--- config.mk ---
export PLATFORM = sky130hd
export DESIGN_NAME = phy_tx_sched
export DESIGN_NICKNAME = d
export VERILOG_FILES = /design/src/rtl/phy_tx_sched.sv
export SDC_FILE = /design/constraint.sdc
export NUM_CORES = 1
export LEC_CHECK = 0
export CAP_MARGIN = 15
export CORE_MARGIN = 2
export CORE_UTILIZATION = 35
export CTS_BUF_LIST = sky130_fd_sc_hd__clkbuf_4
export DETAILED_ROUTE_END_ITERATION = 12
export GPL_TIMING_DRIVEN = 0
export PLACE_DENSITY = 0.68
export SLEW_MARGIN = 5
export SYNTH_ARGS = -nofsm -noshare
export SYNTH_HDL_FRONTEND = slang
export SYNTH_SLANG_ARGS = --single-unit
--- constraint.sdc ---
create_clock -name clk_4f -period 3.8 [get_ports clk_4f]
set_input_delay 0.76 -clock clk_4f [delete_from_list [all_inputs] [get_ports clk_4f]]
set_output_delay 0.76 -clock clk_4f [all_outputs]
set_load 0.01 [all_outputs]
--- src/rtl/phy_tx_sched.sv ---
// Transmit PHY lane scheduler: COM-based link bring-up, then round-robin
// one-byte-per-cycle grant across four FWFT lane FIFOs, IDL when starved.
module phy_tx_sched #(
   parameter logic [7:0]  COM       = 8'hBC,
   parameter logic [7:0]  IDL       = 8'h7C,
   parameter int unsigned INIT_COMS = 4
) (
   input  logic       clk_4f,
   input  logic       reset,
   input  logic [3:0] fifo_empty,
   input  logic [7:0] fifo_data0,
   input  logic [7:0] fifo_data1,
   input  logic [7:0] fifo_data2,
   input  logic [7:0] fifo_data3,
   input  logic       link_active,
   output logic [3:0] pop,
   output logic [7:0] data_out,
   output logic       valid_out,
   output logic [1:0] lane_out,
   output logic [1:0] state
);

   localparam int unsigned CNT_W    = 8;
   localparam int unsigned LANES    = 4;
   localparam logic [CNT_W-1:0] CNT_MAX  = CNT_W'(INIT_COMS);
   localparam logic [CNT_W-1:0] CNT_EXIT = CNT_W'(INIT_COMS - 1);

   typedef enum logic [1:0] {
      ST_RESET  = 2'd0,
      ST_INIT   = 2'd1,
      ST_IDLE   = 2'd2,
      ST_ACTIVE = 2'd3
   } state_t;

   state_t           st_q, st_d;
   logic [CNT_W-1:0] cnt_q, cnt_d;
   logic [1:0]       rr_q, rr_d;
   logic [7:0]       data_d;
   logic             valid_d;
   logic [1:0]       lane_d;
   logic [1:0]       grant;
   logic             any_ready;
   logic [1:0]       idx;
   logic [7:0]       lane_data [LANES];

   assign lane_data[0] = fifo_data0;
   assign lane_data[1] = fifo_data1;
   assign lane_data[2] = fifo_data2;
   assign lane_data[3] = fifo_data3;
   assign state        = st_q;

   // First non-empty lane at or after rr, wrapping; scanned high-to-low so the nearest wins
   always_comb begin
      grant     = rr_q;
      any_ready = 1'b0;
      idx       = rr_q;
      for (int k = LANES - 1; k >= 0; k--) begin
         idx = rr_q + 2'(k);
         if (!fifo_empty[idx]) begin
            grant     = idx;
            any_ready = 1'b1;
         end
      end
   end

   // Dequeue strobe; gated by reset so the comb path is dead while held in reset
   always_comb begin
      pop = '0;
      if (reset && (st_q == ST_ACTIVE) && link_active && any_ready) begin
         pop[grant] = 1'b1;
      end
   end

   // Next state and next output byte; outputs follow the state being entered
   always_comb begin
      st_d    = st_q;
      cnt_d   = cnt_q;
      rr_d    = rr_q;
      data_d  = IDL;
      valid_d = 1'b0;
      lane_d  = 2'd0;
      case (st_q)
         ST_RESET: begin
            st_d   = ST_INIT;
            cnt_d  = '0;
            data_d = COM;
         end
         ST_INIT: begin
            data_d = COM;
            cnt_d  = (cnt_q >= CNT_MAX) ? cnt_q : cnt_q + CNT_W'(1);
            if (link_active && (cnt_q >= CNT_EXIT)) begin
               st_d   = ST_IDLE;
               data_d = IDL;
            end
         end
         ST_IDLE: begin
            if (!link_active) begin
               st_d   = ST_INIT;
               cnt_d  = '0;
               data_d = COM;
            end else if (~&fifo_empty) begin
               st_d = ST_ACTIVE;
            end
         end
         ST_ACTIVE: begin
            if (!link_active) begin
               st_d   = ST_INIT;
               cnt_d  = '0;
               data_d = COM;
            end else if (any_ready) begin
               data_d  = lane_data[grant];
               valid_d = 1'b1;
               lane_d  = grant;
               rr_d    = grant + 2'd1;
            end else begin
               st_d = ST_IDLE;
            end
         end
      endcase
   end

   always_ff @(posedge clk_4f or negedge reset) begin
      if (!reset) begin
         st_q      <= ST_RESET;
         cnt_q     <= '0;
         rr_q      <= 2'd0;
         data_out  <= 8'h00;
         valid_out <= 1'b0;
         lane_out  <= 2'd0;
      end else begin
         st_q      <= st_d;
         cnt_q     <= cnt_d;
         rr_q      <= rr_d;
         data_out  <= data_d;
         valid_out <= valid_d;
         lane_out  <= lane_d;
      end
   end

endmodule

==> results.toml <==
[synthesis]
synth_top_area_cell = "dfrtp_1"
synth.area.top_cells = "dfrtp_1, a211oi_1, ha_1, nor3b_1, nor2_1"
synth_flop_cell = "dfrtp_1"
synth_fa_ha_area_share_pct = 5.660
syn_area_um2 = 1326
yosysUniqueCellTypes = 36
synth_top_family_by_area = "simple AND/OR/NAND/NOR gates"
synthSimpleGateAreaFrac_pct = 20.47
ys_seq_area_share_pct = 43.40
synthXorXnorAreaFrac_pct = 0
synth_cells = 139
synthArstFlopShare_pct = 100.0
synth-edff-count = 0
synth_seq_cells = 23
synth_warnings = 0
synth_area_per_cell_um2 = 9.542
netlist.area_leader.share_pct = 43.40
synth.mux.area_fraction_pct = 5.755
synth_compound_area_share_pct = 19.72
synthesis.nets = 184

[min_path]
min_path_type = "input port to async pin"

[global_route]
track_usage_pct = 17.42
grt_max_degree = 28
grt_first_pass_wirelength_um = 5775
first_global_vias = 1267
overflow = 0
grt_antenna_before_repair = 0

[final_layout]
final_nets = 244
fillCellCount = 355
seq_area_um2 = 575.6
diodes = 0
multiInputGateArea_um2 = 701.9
syn_to_final_growth_pct = 50.57
drive_above_1_share_pct = 8.081
final_common_cell = "clkdlybuf4s50_1"
stdcell_count = 246
mostFrequentLayoutCells = "clkdlybuf4s50_1, dfrtp_1, nor2_1"

[clocking]
cts_buffers = 3
clock_latency_ps = 310
htreeDepth = 1
cts_max_path_buffers = 2
cts_hold_buf = 0
cts.sinks = 23
root_buffer = "clkbuf_4"
cts_tree = "done"
clkSlewWorstSetupHoldPaths_ps = 130

[worst_setup_path]
criticalPathCategory = "input port to output port"
critical_path_arrival_ps = 2800
cp_max_fo = 10
worst_setup_path_end_kind = "output port"
worstPathRequired_ps = 3040
startpoint_type = "input port"

[floorplanning]
fp.dieW_um = 65.56
start_util_pct = 36.23
row_count = 22
die-area_um2 = 4297
die_h_um = 65.56
fp.coreArea_um2 = 3661
io_pins = 56

[power_and_ir_drop]
p_clk_share_pct = 12.7
power.internal_uw = 588.6
p_comb_share_pct = 51.6
switchingPower_uw = 383.2
power_uw = 971.8
pwr-share-seq_pct = 35.7
leakagePower_nw = 0.8831
peakVddDrop_v = 0.0001990
pwr_density_cell_nw_per_um2 = 486.6
switching_share_pct = 39.43

[detailed_routing]
firstDrtPassIters = 4
wl_per_cell_um = 14.31
top_layer_used = "met4"
viasPerCell = 5.037
vias = 1239
drc = 0
drt-met1-wl_um = 1496
routed_wl_um = 3521
wl_met2_um = 1794
drtIter0Drc = 68
dr_wl_met3_um = 223
ant_nets = 0

[sta]
slew_headroom_pct = 62.09
holdWs_ps = 424.4
rsz0062_at_grt = "no"
tightestPinTransition_ps = 568.7
hold_violations = 0
finalSetupViolations = 0
drv_slew = 0
period_minus_slack_ps = 3558
post-route-period-util_pct = 93.63
max_clock_freq_mhz = 281.1
clock_skew_ps = 3.803

[run_status]
outcome = "complete, no violations"

[place]
place.gp.congestion = 0.8372
port_buffers = 55
place_hpwl_um = 2643
dp.cells = 242

[flow_run]
maxCapViolCount = 0
==> routing by layer <==
layer / GRT usage, % / up-vias
met2: 32.40 / 43
met3: 4.452 / 2
li1: - / 617
met1: 20.17 / 577
met4: 3.125 / 0
met5: 0 / -
==> worst paths after layout <==
check	from	endpoint	slack, ps	cells after the start
max reg2reg	rr_q[0]	data_out[7]	1760	6
max	fifo_empty[3]	pop[2]	240	8
max in group asynchronous	reset	data_out[5]	3000	1
min reg2reg	cnt_q[7]	cnt_q[7]	540	2
min in group clk_4f	cnt_q[7]	cnt_q[7]	540	2
min	reset	cnt_q[6]	420	1
==> metrics by stage <==
stage	cell area [um^2]	setup TNS [ps]	setup WS, ps	util [%]
after floorplan	1326	0	1044	-
after global placement	1937	-524.0	-195.1	52.91
after detailed placement	1937	-738.0	-259.0	52.91
after CTS	1984	0	12.81	54.20
after global routing	1997	0	93.34	54.55
final	1997	0	242.2	54.55
==> area by class of cell <==
type | instances | area share [%]
inverter | 8 | 1.504
timing repair buffer | 57 | 28.45
multi-input combinational | 101 | 35.15
sequential | 23 | 28.82
buffer | 5 | 1.566
clock buffer | 4 | 1.504
tap | 48 | 3.008
==> flip-flops by register name, indices dropped and copies added (netlist names) <==
signal and flops:
cnt_q 8, state 2, rr_q 2, data_out 8, valid_out 1, lane_out 2
==> synthesized netlist by cell type, types with 3 or more instances <==
library cell,number
and3_1,6
dfrtp_1,23
nand2_1,8
ha_1,6
a21oi_1,3
inv_1,6
nor2_1,15
nand3_1,3
clkbuf_1,4
a31oi_1,4
o21ai_0,3
mux2i_1,5
a211oi_1,12
o21ai_1,4
nor3b_1,10
==> critical path, stage by stage <==
cell and delay [ps]:
clkdlybuf4s50_1 510, nand4_1 150, and3_1 210, nand2_1 200
inv_1 80, clkbuf_2 190, and3_1 210, clkdlybuf4s50_1 480
==> power groups by stage <==
stage / clock (mW) / sequential, mW / combinational [mW]
finish: 0.123 / 0.347 / 0.502
global route: 0.141 / 0.353 / 0.560
CTS: 0.125 / 0.345 / 0.505
detailed placement: 0 / 0.349 / 0.485
global placement: 0 / 0.346 / 0.474
floorplan: 0 / 0.357 / 0.286
==> repair_timing <==
| item | CTS | global route |
|---|---|---|
| gates cloned | 0 | 0 |
| hold endpoints to repair | 0 | 0 |
| resized for setup | 1 | 8 |
| endpoints found under the setup margin | 4 | 4 |
| pin swaps | 1 | 0 |
| buffers inserted | 2 | 0 |
==> cells by family (layout without fill, tap and decap cells) <==
group | Yosys count | count (layout)
simple gates | 51 | 51
compound gates | 37 | 37
flops | 23 | 23
buf+inv | 15 | 74
mux | 7 | 7
fa+ha+maj | 6 | 6
No activity file was read; power rests on OpenSTA's default activity.
